[src/rtl/if_stage.sv]
// -----------------------------------------------------------------------------
// if_stage : instruction-fetch stage
//
// Owns the program counter, presents it to instruction memory, and captures the
// combinationally returned word into the IF/ID pipeline register. Supports
// decode back-pressure, branch/jump redirect with flush, and a misaligned-PC
// trap that stops fetching until a redirect arrives.
//
// Ports
//   clk              system clock, all state updates on posedge
//   rst              synchronous active-high reset
//   im_addr          byte address to instruction memory (= PC)
//   im_data          instruction word for im_addr, same cycle
//   redirect_valid   taken branch/jump: load redirect_target, flush IF/ID
//   redirect_target  new PC
//   id_ready         decode accepts the IF/ID entry this cycle
//   id_valid         IF/ID entry valid
//   id_pc            PC of the IF/ID entry
//   id_instr         instruction word of the IF/ID entry
//   id_pc_plus4      id_pc + 4
//   id_misalign      IF/ID entry is a misaligned-fetch trap
//   fetch_count      entries loaded into IF/ID since reset
// -----------------------------------------------------------------------------
module if_stage #(
  parameter logic [31:0] RESET_PC = 32'h0000_0000,
  parameter logic [31:0] NOP_WORD = 32'h0000_0000
) (
  input  logic        clk,
  input  logic        rst,
  output logic [31:0] im_addr,
  input  logic [31:0] im_data,
  input  logic        redirect_valid,
  input  logic [31:0] redirect_target,
  input  logic        id_ready,
  output logic        id_valid,
  output logic [31:0] id_pc,
  output logic [31:0] id_instr,
  output logic [31:0] id_pc_plus4,
  output logic        id_misalign,
  output logic [31:0] fetch_count
);

  typedef enum logic {
    S_RUN  = 1'b0,
    S_HALT = 1'b1
  } state_t;

  state_t      r_state;
  state_t      w_state_next;

  logic [31:0] r_pc;
  logic        r_id_valid;
  logic [31:0] r_id_pc;
  logic [31:0] r_id_instr;
  logic [31:0] r_id_pc_plus4;
  logic        r_id_misalign;
  logic [31:0] r_fetch_count;

  logic        w_advance;
  logic        w_aligned;
  logic [31:0] w_pc_plus4;
  logic        w_load;   // load a new entry (normal or trap) into IF/ID
  logic        w_drain;  // HALT: consumed entry is replaced by a bubble

  assign w_advance  = !r_id_valid || id_ready;
  assign w_aligned  = (r_pc[1:0] == 2'b00);
  assign w_pc_plus4 = r_pc + 32'd4;

  // State register
  always_ff @(posedge clk) begin
    if (rst) begin
      r_state <= S_RUN;
    end else begin
      r_state <= w_state_next;
    end
  end

  // Next-state logic: a redirect always restarts fetch; a misaligned fetch
  // that gets loaded parks the stage until the next redirect.
  always_comb begin
    w_state_next = r_state;
    if (redirect_valid) begin
      w_state_next = S_RUN;
    end else if (r_state == S_RUN && w_advance && !w_aligned) begin
      w_state_next = S_HALT;
    end
  end

  // Output/control decode
  always_comb begin
    w_load  = 1'b0;
    w_drain = 1'b0;
    if (!redirect_valid) begin
      case (r_state)
        S_RUN:   w_load  = w_advance;
        S_HALT:  w_drain = w_advance;
        default: ;
      endcase
    end
  end

  // PC and IF/ID datapath
  always_ff @(posedge clk) begin
    if (rst) begin
      r_pc          <= RESET_PC;
      r_id_valid    <= 1'b0;
      r_id_pc       <= 32'd0;
      r_id_instr    <= NOP_WORD;
      r_id_pc_plus4 <= 32'd0;
      r_id_misalign <= 1'b0;
      r_fetch_count <= 32'd0;
    end else if (redirect_valid) begin
      // Flush: id_pc / id_pc_plus4 deliberately keep their old values.
      r_pc          <= redirect_target;
      r_id_valid    <= 1'b0;
      r_id_instr    <= NOP_WORD;
      r_id_misalign <= 1'b0;
    end else if (w_load) begin
      r_id_valid    <= 1'b1;
      r_id_pc       <= r_pc;
      r_id_pc_plus4 <= w_pc_plus4;
      r_id_instr    <= w_aligned ? im_data : NOP_WORD;
      r_id_misalign <= !w_aligned;
      r_fetch_count <= r_fetch_count + 32'd1;
      // A trapping PC is kept so the faulting address stays visible.
      if (w_aligned) begin
        r_pc <= w_pc_plus4;
      end
    end else if (w_drain) begin
      r_id_valid <= 1'b0;
    end
  end

  assign im_addr     = r_pc;
  assign id_valid    = r_id_valid;
  assign id_pc       = r_id_pc;
  assign id_instr    = r_id_instr;
  assign id_pc_plus4 = r_id_pc_plus4;
  assign id_misalign = r_id_misalign;
  assign fetch_count = r_fetch_count;

endmodule

[config.mk]
export PLATFORM = sky130hd
export DESIGN_NAME = if_stage
export DESIGN_NICKNAME = d
export VERILOG_FILES = /design/src/rtl/if_stage.sv
export SDC_FILE = /design/constraint.sdc
export NUM_CORES = 1
export LEC_CHECK = 0
export CORE_MARGIN = 2
export CORE_UTILIZATION = 46
export DETAILED_ROUTE_END_ITERATION = 12
export PLACE_DENSITY = 0.91
export SETUP_SLACK_MARGIN = 0.05
export SYNTH_ARGS = -nofsm -noshare
export SYNTH_HDL_FRONTEND = slang
export SYNTH_SLANG_ARGS = --single-unit
export TNS_END_PERCENT = 5
[constraint.sdc]
create_clock -name clk -period 2.75 [get_ports clk]
set_input_delay 0.4125 -clock clk [delete_from_list [all_inputs] [get_ports clk]]
set_output_delay 0.4125 -clock clk [all_outputs]
set_load 0.03 [all_outputs]
# After elaboration in Yosys (flattened, before gate mapping)
# Cells that the tools add are included.
# totals
mem_bits_rw	0
register_bits	163
input_bits	68
latchBits	0
mem_count	0
out_inout_bits	162
rom_bits	0
word_cells	34
# op_classes
muxes	10
n_addsub	2
n_div	0
n_reduce_logical	12
multipliers	0
n_shift	0
eq_ne	0
magnitude_cmp	0
bitwise	2
# op_table
operator	count
2-to-1 mux 32 bit	4
adder 32 x 1 -> 32 bit (second input constant)	1
adder 32 x 3 -> 32 bit (second input constant)	1
2-to-1 mux 1 bit	6
nonzero test 2 bit	3
AND reduction 2 bit	2
logical AND 1 bit	2
logical NOT 1 bit	2
logical NOT 2 bit	1
inverter 1 bit	2
OR reduction 2 bit	1
logical OR 1 bit	1

# Depth between registers and ports, before layout
# Gate-level depths: netlist of run 1.
# depth
depth_word	6
ltp_mapped	8
ltp_nobuf	6

# Worst setup path after synthesis of run 1
# OpenSTA, ideal clock, no wires.
# synth_path
path_type	register -> register
start	reg r_pc[2] (netlist: im_addr[2])
end	reg r_id_pc_plus4[28] (netlist: id_pc_plus4[28])
path_buffers	1
synth_period_minus_slack_ns	2.153
arrival_time_ns	2.063
setup_time_ns	0.091
path_slack_ns	0.597
path_stages_with_launch	8
required_ns	2.659
path_cell_list	dfxtp_1 ha_1 and3_1 and4_1 buf_2 nand3_1 or3_1 a311oi_1
# synth_via
elab_chain_cells	1
# synth_lines
item	line_no	text
start: declaration	51	logic [31:0] r_pc;
start signal: assignment	114	r_pc <= redirect_target;
start signal: assignment	127	r_pc <= w_pc_plus4;
adder 32 x 3 -> 32 bit	67	assign w_pc_plus4 = r_pc + 32'd4;
end signal: assignment	121	r_id_pc_plus4 <= w_pc_plus4;
end: declaration	55	logic [31:0] r_id_pc_plus4;
# No other way between the ends.
# A chain may end at the register's enable or synchronous reset.

# Final worst setup path of run 1
# layout_path
start	reg r_pc[6] (netlist: im_addr[6])
end	out im_addr[6]
# layout_rtl
item	line_no	text
end: declaration	30	output logic [31:0] im_addr,
# No word-level cell between the ends.

==> results.json, run 1 <==
{
  "worst_pin_slew_ps": 681.7,
  "cts_setup_buffers": 0,
  "insertedDiodeCount": 0,
  "hold_class": "flip-flop to flip-flop",
  "cellPowerDensity_nw_per_um2": 582.8,
  "ys_seq_area_frac": 0.4527,
  "coreArea_um2": 15150,
  "dieArea_um2": 16490,
  "rows": 45,
  "fmax_ghz": 0.4531,
  "min_period_over_period": 0.8025,
  "r2r_slack_ps": 580,
  "cp.arrival_ps": 1790,
  "final_util": 0.6683,
  "clk_pin_slew_ps": 70,
  "min_from": "id_pc[20]",
  "layout-drive-gt1-share": 0.07678,
  "clock_path_buffers": 2,
  "ctsHoldBuffers": 0,
  "hold_viol": 0,
  "timing.hold.ws_ps": 453.5,
  "routed_wl_mm": 20.63,
  "gr-usage-all-layers": 0.2487,
  "min_path_cells": 2,
  "die_w_um": 128.4,
  "ff_latch_area_um2": 3223,
  "setup_viol": 0,
  "r2r_start": "im_addr[2]",
  "max_stage_delay_ps": 760,
  "clock-sinks": 161,
  "critPathLaunch": "im_addr[6]",
  "synth_nets": 932,
  "clockRootBuffer": "clkbuf_16",
  "h-tree-depth": 4,
  "grt_pass1_vias": 6501,
  "grt_max_degree": 56,
  "reg2regPathDepth": 7,
  "vias": 6973,
  "ys_warn_count": 0,
  "cp_cell_sequence": "clkdlybuf4s50_1",
  "fillers": 1169,
  "synth.distinct_cells": 46,
  "cts_tree": "built",
  "yosys_most_used_dff": "dfxtp_1",
  "cp_slowest_cell": "clkdlybuf4s50_1",
  "fp.dieH_um": 128.4,
  "area_growth_pct": 42.18,
  "slew_headroom": 0.5455,
  "dr.pass1.iters": 5,
  "antenna_found_initial": 0,
  "critPathBufInv": 1,
  "drc": 0,
  "synthCells": 862,
  "ys_ff_latch": 161,
  "drv_cap": 0,
  "grt_pass1_wl_mm": 33.11,
  "crit_type": "flip-flop to primary output",
  "via_per_inst": 5.552,
  "worst_setup_path_end_kind": "primary output",
  "peakVddDrop_v": 0.0004094,
  "avgSynthCellArea_um2": 8.259,
  "finalMaxSlewViolations": 0,
  "cp.required_ps": 2340,
  "synthArstFlopShare": 0,
  "rsz0062_at_grt": "no",
  "gp_congestion": 0.8278,
  "port-buffer-count": 229,
  "fin_setup_tns_ps": 0,
  "skew_ps": 15.58,
  "clock_latency_ps": 430,
  "cp_max_fo": 9,
  "ioPinCount": 230,
  "layout.nets": 1125,
  "path_delay_family": "buffers and inverters",
  "numCtsBuffers": 17,
  "dpl.hpwl_mm": 14.42,
  "multi_input_area_um2": 3536,
  "drtIter0Drc": 537,
  "wl_per_cell_um": 16.42,
  "postCtsResizedCells": 0,
  "p_leak_uw": 0.003393,
  "overflow": 0,
  "critPathLaunchType": "flip-flop",
  "synth_edf_count": 0,
  "outcome": "finished clean",
  "synth_area_um2": 7119,
  "ant_nets": 0,
  "cp.depth": 1,
  "initial_utilization": 0.4701,
  "fin_crit_ps": 2207
}
## layer usage
layer  global-route usage  vias up  share of wire
met4              0.09502        0          0.024
met2               0.4068      242           0.48
met1               0.3178     3313           0.43
met5                    0        -              0
li1                     -     3384              -
met3              0.06279       34          0.068
## sequential cells by signal (all words and copies together) (netlist names)
signal,cells
fetch_count,32
id_instr,32
id_pc,32
im_addr,32
id_pc_plus4,30
id_misalign,1
id_valid,1
r_state,1
## metrics by stage
stage          cell area (um^2)  total power (uW)  setup slack (ps)  cells
6_report                  10120              5899             543.1   1256
3_5_place_dp               9522              3568             226.8   1224
2_1_floorplan              7119              3135             596.5    862
3_3_place_gp               9522              3547             337.1   1224
5_1_grt                   10120              6107             371.4   1256
4_1_cts                   10120              5936             548.2   1256
## power breakdown
part           leakage, uW  total, uW  internal [uW]  switching, uW
clock             0.000282       2380           1410            969
sequential         0.00132       2550           2440            110
combinational      0.00179        965            409            556
total              0.00339       5900           4260           1640
## layout make-up
class,count,share of cell area
tap,188,0.02324
inverter,8,0.002967
clock inverter,11,0.01286
clock buffer,21,0.04648
timing repair buffer,250,0.2467
multi-input combinational,617,0.3493
sequential,161,0.3184
## path summary, 6_finish.rpt
path,end
worst min-delay path,id_pc[20]
worst min register to register,id_pc[20]
worst max-delay path,im_addr[6]
worst max register to register,id_pc_plus4[30]
## Yosys cell counts (9+ instances only)
master    count  area, um^2
nand2_1     132       495.5
or3_1        25       156.4
nor3_1       15       75.07
nor2_1       78       292.8
and3_1        9       56.30
a211oi_1     37       277.8
xor2_1       23       201.4
nand4_1      25       156.4
a311oi_1     10       87.58
a21oi_1      90       450.4
nand3_1      44       220.2
nor3_2        9       90.09
o21ai_0      26       130.1
buf_2        19       95.09
xnor2_1      35       306.5
dfxtp_1     161        3223
clkbuf_1     48       180.2
## placed cells by master (no fill, tap or decap), types with 2 or more instances in the layout
cell             instances
clkdlybuf4s50_1        228
dfxtp_1                161
nand2_1                132
a21oi_1                 90
nor2_1                  77
nand3_1                 44
a211oi_1                37
xnor2_1                 35
o21ai_0                 26
nand4_1                 25
or3_1                   24
xor2_1                  23
buf_4                   18
clkbuf_16               17
nor3_1                  14
nor3_2                  10
a311oi_1                10
and3_1                   9
inv_1                    7
nor4_1                   7
nor4_2                   7
and2_1                   6
and4_1                   6
nor2b_1                  4
nand4_2                  4
clkinvlp_4               4
buf_12                   4
clkinv_4                 3
clkbuf_8                 3
nor4_4                   2
mux2i_1                  2
o21bai_1                 2
a31oi_1                  2
a2111oi_0                2
o21a_1                   2
ha_1                     2
bufinv_16                2
## kinds of logic after synthesis
group | count (synthesis) | synth area share
flip-flops | 161 | 0.4527
AND/OR/NAND/NOR | 384 | 0.2765
adder cells (fa/ha/maj) | 2 | 0.003514
buffers and inverters | 84 | 0.05184
multiplexers | 2 | 0.002812
AO/OA/AOI/OAI | 171 | 0.1413
XOR/XNOR | 58 | 0.07135
No activity file was read; power rests on OpenSTA's default activity.
==> run 2, diff against run 1 <==
--- a/config.mk
+++ b/config.mk
@@ -6,9 +6,9 @@
 export NUM_CORES = 1
 export LEC_CHECK = 0
 export CORE_MARGIN = 2
-export CORE_UTILIZATION = 46
+export CORE_UTILIZATION = 42
 export DETAILED_ROUTE_END_ITERATION = 12
-export PLACE_DENSITY = 0.91
+export PLACE_DENSITY = 0.88
 export SETUP_SLACK_MARGIN = 0.05
 export SYNTH_ARGS = -nofsm -noshare
 export SYNTH_HDL_FRONTEND = slang
==> constraint.sdc (replaced) <==
create_clock -name clk -period 1.9 [get_ports clk]
set_input_delay 0.285 -clock clk [delete_from_list [all_inputs] [get_ports clk]]
set_output_delay 0.285 -clock clk [all_outputs]
set_load 0.03 [all_outputs]
==> results.json, run 2 (same netlist as run 1, synthesis figures left out) <==
{
  "outcome": "finished clean",
  "p_sw_uw": 2461,
  "drc": 0,
  "rows": 47,
  "fillers": 1288,
  "layout_setup_ws_ps": 39.24,
  "dpl.hpwl_mm": 16.31,
  "critPathBufInv": 1,
  "cp.arrival_ps": 2180,
  "layout-drive-gt1-share": 0.1850,
  "area_growth_pct": 56.52,
  "mostFrequentLayoutCell": "clkdlybuf4s50_1",
  "drv_cap": 0,
  "critPathLaunchType": "flip-flop",
  "insertedDiodeCount": 0,
  "seqPwrFrac": 0.402,
  "timing.hold.ws_ps": 311.3,
  "intPower_uw": 6630,
  "h-tree-depth": 4,
  "hold_class": "primary input to flip-flop",
  "peakVddDrop_v": 0.0006180,
  "cp_slowest_cell": "or3_4",
  "max_stage_delay_ps": 430,
  "fmax_ghz": 0.5374,
  "coreArea_um2": 16580,
  "worst_pin_slew_ps": 510.4,
  "dr.pass1.iters": 7,
  "cp_cell_sequence": "or2_4, or3_4, buf_6, nor4_4, xnor2_1, a211oi_1",
  "p_leak_uw": 0.004280,
  "cellPowerDensity_nw_per_um2": 815.9,
  "pre_cts_slack_ps": -259.6,
  "slew_headroom": 0.6597,
  "grt_max_degree": 54,
  "p_clk_frac": 0.420,
  "via_per_inst": 5.421,
  "vias": 7405,
  "gr-usage-all-layers": 0.2468,
  "layout.nets": 1203,
  "multi_input_area_um2": 3684,
  "gp_congestion": 0.8217,
  "finalMaxSlewViolations": 0,
  "clock_path_buffers": 2,
  "dieArea_um2": 18010,
  "rsz0062_at_grt": "yes",
  "antenna_found_initial": 0,
  "numCtsBuffers": 17,
  "path_delay_family": "simple AND/OR/NAND/NOR gates",
  "die_w_um": 134.2,
  "routed_wl_mm": 23.13,
  "clockRootBuffer": "clkbuf_16",
  "wl_per_cell_um": 16.93,
  "crit_type": "flip-flop to flip-flop",
  "fin_crit_ps": 1861,
  "cp_max_fo": 7,
  "cp.required_ps": 2220,
  "grt_pass1_vias": 7110,
  "skew_ps": 16.84,
  "ioPinCount": 230,
  "layout_common_cells": "clkdlybuf4s50_1, nand2_1, dfxtp_1, a21oi_1, buf_4",
  "ff_latch_area_um2": 3274,
  "worst_setup_path_end_kind": "flip-flop",
  "setup_viol": 0,
  "clock_latency_ps": 430,
  "cts_tree": "built",
  "fp.dieH_um": 134.2,
  "ant_nets": 0,
  "final_util": 0.6719,
  "hold_viol": 0,
  "port-buffer-count": 229,
  "drtIter0Drc": 558,
  "clock-sinks": 161,
  "clk_pin_slew_ps": 60,
  "min_period_over_period": 0.9793,
  "swShare": 0.2707,
  "grt_pass1_wl_mm": 35.62,
  "initial_utilization": 0.4293,
  "share_comb_of_total_power": 0.179,
  "overflow": 0
}
run 2: cell count changes in the layout (fill, tap and decap cells not counted), sizes merged:
cell	before	now
clkinvlp	4	1
bufinv	2	3
clkinv	5	3
clkdlybuf4s50	228	183
inv	8	10
buf	22	100
clkbuf	21	23
dlymetal6s2s	0	14
dlygate4sd2	0	31
run 2: metrics by stage:
step	std cells	area [um^2]	total power [uW]	setup TNS [ps]
2_1_floorplan	862	7216	4552	0
3_3_place_gp	1327	10300	5311	-16660
3_5_place_dp	1327	10300	5337	-21400
4_1_cts	1359	10940	9096	0
5_1_grt	1366	11140	9408	-88.41
6_report	1366	11140	9092	0
run 2: power groups by stage:
stage / logic (uW) / registers (uW) / clock network [uW]
2_1_floorplan: 527 / 4020 / 0
3_3_place_gp: 1590 / 3720 / 0
3_5_place_dp: 1610 / 3720 / 0
4_1_cts: 1600 / 3650 / 3850
5_1_grt: 1720 / 3670 / 4020
6_report: 1630 / 3650 / 3810
run 2: worst paths after layout:
path	to	start	depth (start not counted)	slack (ps)
hold / removal	fetch_count[6]	rst	2	310
setup reg to reg	im_addr[27]	im_addr[0]	6	40
hold reg to reg	id_instr[13]	id_instr[13]	2	450
setup / recovery	im_addr[27]	im_addr[0]	6	40
run 2: cell type report:
| type | instances | share of cell area |
|---|---|---|
| timing repair buffer | 328 | 0.2882 |
| clock buffer | 23 | 0.04761 |
| tap | 220 | 0.02470 |
| clock inverter | 9 | 0.01235 |
| inverter | 8 | 0.002695 |
| multi-input combinational | 617 | 0.3306 |
| sequential | 161 | 0.2938 |
run 2: repair_timing:
action / 4_1_cts / 5_1_grt
pin swaps: 1 / 10
resized for setup: 36 / 36
buffers inserted: 0 / 7
hold buffers: 0 / 0
setup endpoints to repair: 42 / 44
run 2: layer usage:
layer  part of all wire  vias to the layer above  track usage
met4              0.021                        0      0.09123
met2               0.49                      284       0.4178
met5                  0                        -            0
met1               0.42                     3548       0.3019
met3              0.068                       36      0.06463
li1                   -                     3537            -
run 2: worst register-to-register path: stages (launching register included):
cell	delay, ps
dfxtp_1	310
or2_4	280
or3_4	430
buf_6	170
nor4_4	150
xnor2_1	130
a211oi_1	280
==> run 3, diff against run 2 <==
--- a/config.mk
+++ b/config.mk
@@ -8,8 +8,10 @@
 export CORE_MARGIN = 2
 export CORE_UTILIZATION = 42
 export DETAILED_ROUTE_END_ITERATION = 12
-export PLACE_DENSITY = 0.88
+export HOLD_SLACK_MARGIN = 0.15
+export PLACE_DENSITY = 0.8
 export SETUP_SLACK_MARGIN = 0.05
+export SLEW_MARGIN = 10
 export SYNTH_ARGS = -nofsm -noshare
 export SYNTH_HDL_FRONTEND = slang
 export SYNTH_SLANG_ARGS = --single-unit
==> results.json, run 3 (same netlist as run 1, synthesis figures left out) <==
{
  "cts_tree": "built",
  "skew_ps": 9.266,
  "layout-drive-gt1-share": 0.1841,
  "area_growth_pct": 54.59,
  "gr-usage-all-layers": 0.2387,
  "ioPinCount": 230,
  "min_to": "im_addr[6]",
  "grt_max_degree": 54,
  "layout.cells.non_filler": 1366,
  "grt_pass1_wl_mm": 34.61,
  "intPower_uw": 6238,
  "initial_utilization": 0.4293,
  "wl_per_cell_um": 16.09,
  "setup_viol": 0,
  "antenna_found_initial": 0,
  "drc": 0,
  "min_path_cells": 3,
  "layout_common_cells": "clkdlybuf4s50_1, nand2_1, dfxtp_1, a21oi_1, buf_4",
  "rsz0062_at_grt": "yes",
  "hold_viol": 0,
  "worst_pin_slew_ps": 415.7,
  "layout_setup_ws_ps": 49.35,
  "p_leak_uw": 0.004131,
  "clockRootBuffer": "clkbuf_16",
  "coreArea_um2": 16580,
  "numCtsBuffers": 17,
  "share_comb_of_total_power": 0.184,
  "r2r_start": "im_addr[12]",
  "placed_cell_area_um2": 10320,
  "total_power_uw": 8683,
  "design_area_um2": 11010,
  "gp_congestion": 0.8027,
  "cp.arrival_ps": 2180,
  "clock_latency_ps": 430,
  "vias": 7249,
  "dr.pass1.iters": 5,
  "cp.required_ps": 2230,
  "port-buffer-count": 229,
  "insertedDiodeCount": 0,
  "cp_max_fo": 9,
  "hold_class": "primary input to flip-flop",
  "dp_cells": 1331,
  "min_from": "redirect_target[6]",
  "seqPwrFrac": 0.420,
  "rows": 47,
  "peakVddDrop_v": 0.0006168,
  "fp.dieH_um": 134.2,
  "finalMaxSlewViolations": 0,
  "p_clk_frac": 0.395,
  "die_w_um": 134.2,
  "clock-sinks": 161,
  "mostFrequentLayoutCell": "clkdlybuf4s50_1",
  "grt_pass1_vias": 6934,
  "via_per_inst": 5.307,
  "reg2reg_to": "id_pc_plus4[18]",
  "pre_cts_slack_ps": -326.4,
  "r2r_slack_ps": 50,
  "drv_cap": 0,
  "clk_pin_slew_ps": 70,
  "dieArea_um2": 18010,
  "min_period_over_period": 0.9740,
  "ant_nets": 0,
  "fin_crit_ps": 1851,
  "slew_headroom": 0.7219,
  "p_sw_uw": 2445,
  "dpl.hpwl_mm": 15.66,
  "reg2regPathDepth": 4,
  "final_util": 0.6636,
  "outcome": "finished clean",
  "clock_path_buffers": 2,
  "cellPowerDensity_nw_per_um2": 789.0,
  "swShare": 0.2816,
  "overflow": 0,
  "h-tree-depth": 4,
  "routed_wl_mm": 21.98,
  "layout.nets": 1203,
  "fmax_ghz": 0.5404,
  "critPathLaunchType": "flip-flop",
  "worst_setup_path_end_kind": "flip-flop",
  "drtIter0Drc": 468,
  "crit_type": "flip-flop to flip-flop"
}
[run 3: cell types whose count changed in the layout (fill, tap and decap cells not counted), sizes merged]
| cell | previous run | this run |
|---|---|---|
| clkbuf | 23 | 22 |
| buf | 100 | 99 |
| bufinv | 3 | 1 |
| clkinvlp | 1 | 0 |
| dlygate4sd3 | 0 | 1 |
| dlymetal6s2s | 14 | 8 |
| inv | 10 | 12 |
| clkdlybuf4s50 | 183 | 187 |
| clkinv | 3 | 5 |
| dlygate4sd2 | 31 | 33 |
[run 3: power by group through the flow]
stage                     clock network [uW]  registers, uW  logic, uW
after floorplan                            0           4020        527
after global placement                     0           3720       1600
after detailed placement                   0           3720       1620
after CTS                               3500           3650       1600
after global routing                    3630           3660       1710
final                                   3430           3650       1600
[run 3: through the flow]
step | setup TNS (ps) | hold slack, ps
3_3_place_gp | -15510 | 435.9
4_1_cts | -2.457 | 396.3
5_1_grt | -196.1 | 421.0
2_1_floorplan | 0 | 419.4
3_5_place_dp | -19700 | 441.5
6_report | 0 | 413.9
[run 3: layer usage]
metal | share of wire | GRT usage | up-vias
met2 | 0.46 | 0.3878 | 246
li1 | - | - | 3546
met4 | 0.032 | 0.1006 | 0
met3 | 0.068 | 0.05442 | 46
met5 | 0 | 0 | -
met1 | 0.44 | 0.3059 | 3411
[run 3: worst max path at each step]
stage                            endpoint  cells past startpoint  slack, ps      startpoint
after global placement    fetch_count[16]                      7       -260        id_ready
after global routing          im_addr[29]                      5        -60     im_addr[12]
final                     id_pc_plus4[18]                      4         50     im_addr[12]
after detailed placement  fetch_count[31]                      7       -330        id_ready
after floorplan           fetch_count[22]                      7         40  fetch_count[2]
after CTS                 fetch_count[18]                      6         -2        id_valid
[run 3: area by class of cell]
type | count | area (um^2)
Clock buffer | 22 | 494.2
Clock inverter | 10 | 96.34
Fill cell | 1396 | 5578
Inverter | 8 | 30.03
Multi-Input combinational cell | 617 | 3651
Sequential cell | 161 | 3278
Tap cell | 220 | 275.3
Timing Repair Buffer | 328 | 3181
[run 3: critical path, stage by stage, from the launching register on]
cell,delay [ps]
dfxtp_4,420
and4_2,300
nand3_1,310
or3_1,450
a311oi_1,280
[run 3: what timing repair did]
item	CTS	global route
hold buffers	1	0
setup buffers	0	2
endpoints found under the hold margin	7	0
pin swaps	4	8
endpoints found under the setup margin	49	40
resized for setup	39	25
==> patch 1: new RTL, config.mk and constraints of run 2 <==
Add an input register stage for `redirect_target`, without a reset; this delays it by one clock. The other inputs are not delayed to match.
--- a/src/rtl/if_stage.sv
+++ b/src/rtl/if_stage.sv
@@ -44,6 +44,12 @@
     S_RUN  = 1'b0,
     S_HALT = 1'b1
   } state_t;
+
+  logic [31:0] redirect_target_q;
+
+  always_ff @(posedge clk) begin
+    redirect_target_q <= redirect_target;
+  end
 
   state_t      r_state;
   state_t      w_state_next;
@@ -111,7 +117,7 @@
       r_fetch_count <= 32'd0;
     end else if (redirect_valid) begin
       // Flush: id_pc / id_pc_plus4 deliberately keep their old values.
-      r_pc          <= redirect_target;
+      r_pc          <= redirect_target_q;
       r_id_valid    <= 1'b0;
       r_id_instr    <= NOP_WORD;
       r_id_misalign <= 1'b0;
Formal check against the unedited RTL: not equivalent (a bounded check fails within 4 cycles, from zero or initial values and one cycle with rst high).
==> patch 1 against run 2 <==
Total power increased by 3.1%; wire length is 1.4% lower; cell count is 1.2% higher; cell area rose by 3.5%; synthesized area up 11%; die area is 11% higher; worst setup slack improved by 0.052 ns; sequential cell count rose by 32; clock power is 10% lower; first-iteration DRC count down 24%; critical path depth down 5; sequential share of layout area rose by 4.3 points; critical path type is now flip-flop to primary output; largest cell class is now registers.
==> patch 1: results <==
metrics = {
    "synth": {
        "synth.area.mux_share_pct": 0.380,
        "synth-compound-area-share_pct": 12.5,
        "synthTopCellsByArea": "dfxtp_1 49%, nand2_1 6.0%, a21oi_1 5.3%",
        "ys_types": 45,
        "synth_adder_area_share_pct": 0.317,
        "synth_xor_area_share_pct": 7.21,
        "ys_seq_area_share_pct": 48.9,
        "yosys-top-cells-count": "193 x dfxtp_1, 127 x nand2_1, 84 x a21oi_1",
        "synth_nets": 957,
    },
    "timing": {
        "skew_ns": 0.00738,
        "holdWs_ns": 0.289,
        "max_slew_margin_pct": 73.6,
    },
    "clock_network": {
        "clkSlewWorstSetupHoldPaths_ns": 0.08,
    },
    "drt": {
        "avgRoutedWirePerCell_um": 16.5,
        "drt_iter0_markers": 423,
        "vias_per_cell": 5.31,
        "first_pass_iters": 6,
    },
    "critical_path": {
        "cpMaxStageDelayCell": "clkdlybuf4s50_1",
        "reg2reg_depth": 7,
        "regToRegSetupSlack_ns": 0.11,
        "critPathMaxFanout": 3,
        "timing.rr.end": "im_addr[15]",
        "critPathArrivalTime_ns": 1.52,
        "r2r-start": "im_addr[1]",
        "crit_family": "buffers and inverters",
        "max_stage_delay_ns": 0.70,
    },
    "pwr": {
        "power.leakage_nw": 4.49,
        "peakVddDrop_uv": 644,
    },
    "grt": {
        "grtUsageTotal_pct": 22.1,
        "use_met2_pct": 38.7,
        "grt_max_degree": 69,
        "met3_usage_pct": 4.76,
        "grt_pass1_wl_um": 35700,
        "grt_use_met1_pct": 26.5,
        "first_global_vias": 7203,
    },
    "finish": {
        "drive_above_1_share_pct": 15.6,
        "diodes": 0,
        "finish.net_count": 1205,
    },
    "min_path": {
        "min-delay-start": "redirect_target[28]",
        "whs_endpoint": "redirect_target_q[28]",
        "holdPathStages": 1,
    },
    "placed_design": {
        "gp_congestion": 0.874,
        "dp_hpwl_um": 16200,
        "placed_cell_area_mm2": 0.0109,
    },
    "outcome": {
        "status": "finished clean",
    },
}
==> patch 1: how the worst max path moves through the flow <==
| stage | start | endpoint | slack (ns) | cells past startpoint |
|---|---|---|---|---|
| finish | fetch_count[17] | fetch_count[17] | 0.09 | 1 |
| detailed placement | id_ready | fetch_count[31] | -0.29 | 7 |
| global placement | id_ready | im_addr[18] | -0.22 | 7 |
| floorplan | im_addr[17] | im_addr[28] | -0.01 | 6 |
| global route | im_addr[12] | im_addr[28] | 0.03 | 5 |
| CTS | fetch_count[6] | fetch_count[31] | 0.04 | 5 |
==> patch 1: area by class of cell <==
class,count,area (um2)
clock buffers,17,425
clock inverters,15,129
fillers,1481,7040
inverters,7,26.3
multi-input cells,607,3710
flip-flops and latches,193,3890
well taps,234,293
repair buffers,309,3060
==> patch 1: timing repair <==
item | in CTS | in global routing
pin swaps | 0 | 2
gates resized for setup | 42 | 32
setup endpoints to repair | 60 | 45
hold buffers | 0 | 0
buffers inserted | 0 | 4
==> patch 1: kinds of logic (layout without fill, tap and decap cells) <==
kind of cell	Yosys count	count (layout)
simple gates	376	376
compound gates	161	161
buf+inv	87	348
fa+ha+maj	2	2
mux	3	3
flops	193	193
xor+xnor	65	65
==> patch 1: per-stage QoR <==
stage	cells	total power [W]	setup slack (ns)	utilization [%]	TNS (ns)
finish	1382	0.00937	0.0912	62.1	0
CTS	1378	0.00943	0.0412	61.3	0
detailed placement	1346	0.00607	-0.287	58.5	-22.68
global placement	1346	0.00603	-0.216	58.5	-16.81
global route	1382	0.00972	0.0261	62.1	0
floorplan	887	0.00530	-0.0137	-	-0.135
==> patch 1: metal layers <==
layer | vias up | share of wire (%)
li1 | 3554 | -
met1 | 3501 | 42
met2 | 249 | 50
met3 | 41 | 5.7
met4 | 0 | 2.5
met5 | - | 0
==> patch 1: worst reg2reg max path: stages (launching register included) <==
cell and delay, ns:
dfxtp_1 0.31, or2_4 0.27, or3_4 0.35, buf_12 0.19
buf_4 0.17, nor3_2 0.12, xnor2_1 0.08, a211oi_1 0.23
==> patch 1: power breakdown <==
group          internal, W  total [W]  switching, W
Combinational     0.000683    0.00160      0.000920
Clock              0.00172    0.00342       0.00170
Sequential         0.00424    0.00435      0.000112
==> patch 2: new RTL, flow settings as in run 2 <==
Without the edit above. Register the output `fetch_count` once more, without a reset; this adds one clock of latency there. The other outputs are not delayed to match.
--- a/src/rtl/if_stage.sv
+++ b/src/rtl/if_stage.sv
@@ -137,7 +137,9 @@
   assign id_instr    = r_id_instr;
   assign id_pc_plus4 = r_id_pc_plus4;
   assign id_misalign = r_id_misalign;
-  assign fetch_count = r_fetch_count;
+  always_ff @(posedge clk) begin
+    fetch_count <= r_fetch_count;
+  end
 
 endmodule
 
Function: changed (Yosys sat finds a counterexample within 4 cycles, from zero or initial values and one cycle with rst high).
==> patch 2 against run 2 <==
Highest routed layer unchanged; cell area is 3.4% higher; largest power group is now sequential cells; register-to-register slack better by 0.09 ns; critical path depth fell by 4; sequential share of layout area grew 4.4 points; synthesized area grew 11%; sequential cell count rose by 32; clock power decreased by 4%; hold slack worse by 0.14 ns; count of clock-buffer cells in the layout is 4 lower; total power up 5.5%; worst setup slack gained 0.036 ns; wire length shrank 0.32%.
==> patch 2: results <==
metrics = {
    "grt": {
        "grt_max_degree": 66,
        "use_met2_pct": 38.1,
        "grtUsageTotal_pct": 22.6,
        "grt_pass1_wl_um": 36200,
        "grt_use_met1_pct": 28.1,
        "met3_usage_pct": 5.84,
        "first_global_vias": 7074,
    },
    "drt": {
        "wl_met3_um": 1650,
        "first_pass_iters": 5,
        "drt_iter0_markers": 496,
        "via_count": 7332,
        "avgRoutedWirePerCell_um": 16.7,
        "dr_wl_met2_um": 11300,
        "vias_per_cell": 5.32,
        "wl_met1_um": 9510,
    },
    "pwr": {
        "peakVddDrop_uv": 650,
        "p_sw_w": 0.00262,
        "power.leakage_nw": 4.21,
    },
    "timing": {
        "tightest_slew_ns": 0.450,
        "fmax_mhz": 548,
        "skew_ns": 0.0119,
    },
    "critical_path": {
        "critPathMaxFanout": 5,
        "startpoint": "im_addr[8]",
        "crit_end": "im_addr[8]",
        "timing.rr.end": "im_addr[28]",
        "r2r-start": "im_addr[7]",
        "regToRegSetupSlack_ns": 0.13,
        "critPathArrivalTime_ns": 1.54,
        "cpMaxStageDelayCell": "dfxtp_1",
        "max_stage_delay_ns": 0.50,
    },
    "finish": {
        "fin_util_pct": 62.0,
        "nFillCells": 1463,
        "finish.net_count": 1202,
        "drive_above_1_share_pct": 14.8,
    },
    "outcome": {
        "status": "finished clean",
    },
    "synth": {
        "synth.avg_cell_area_um2": 8.91,
        "yosys-top-cells-count": "193 x dfxtp_1, 127 x nand2_1, 84 x a21oi_1",
        "ys_types": 45,
        "synthTopCellsByArea": "dfxtp_1 49%, nand2_1 6.0%, a21oi_1 5.3%",
        "ys_seq_area_share_pct": 48.9,
    },
    "placed_design": {
        "placed_cell_area_mm2": 0.0108,
        "placed_cells": 1344,
        "gp_congestion": 0.852,
        "dp_hpwl_um": 16400,
        "pre_cts_slack_ns": -0.363,
    },
}
patch 2: area by class of cell:
cell class	instances	share of cell area [%]
clock inverters	12	1.37
flip-flops and latches	193	33.7
clock buffers	19	3.76
multi-input cells	607	32.1
inverters	7	0.228
well taps	234	2.54
repair buffers	306	26.2
patch 2: how the worst min path moves through the flow:
stage / start / end / slack [ns] / cells past startpoint
3_5_place_dp: r_fetch_count[31] / fetch_count[31] / 0.36 / 0
6_report: rst / id_pc_plus4[27] / 0.17 / 2
3_3_place_gp: r_fetch_count[31] / fetch_count[31] / 0.35 / 0
2_1_floorplan: r_fetch_count[3] / fetch_count[3] / 0.33 / 0
4_1_cts: rst / id_pc_plus4[27] / 0.14 / 2
5_1_grt: rst / id_pc_plus4[27] / 0.15 / 2
patch 2: power by group through the flow:
stage	combinational [W]	clock [W]	sequential, W
2_1_floorplan	0.000554	0	0.00471
3_3_place_gp	0.00161	0	0.00440
3_5_place_dp	0.00163	0	0.00441
4_1_cts	0.00161	0.00369	0.00432
5_1_grt	0.00172	0.00385	0.00434
6_report	0.00162	0.00366	0.00432
patch 2: worst reg2reg max path: cells and delay by family (launching register included):
family / cells / cell delay, ns
flops: 1 / 0.33
buf+inv: 1 / 0.19
compound gates: 2 / 0.45
simple gates: 3 / 0.70
patch 2: cell families (layout without fill, tap and decap cells):
group	after synthesis	count (layout)	synth area share [%]
AND/OR/NAND/NOR	376	376	25.3
XOR/XNOR	65	65	7.21
adder cells (fa/ha/maj)	2	2	0.317
AO/OA/AOI/OAI	161	161	12.5
flip-flops	193	193	48.9
multiplexers	3	3	0.380
buffers and inverters	87	344	5.37
patch 2: timing repair:
item | CTS | global route
setup buffers | 0 | 3
gates resized for setup | 35 | 18
pin swaps | 0 | 5
endpoints found under the setup margin | 40 | 34
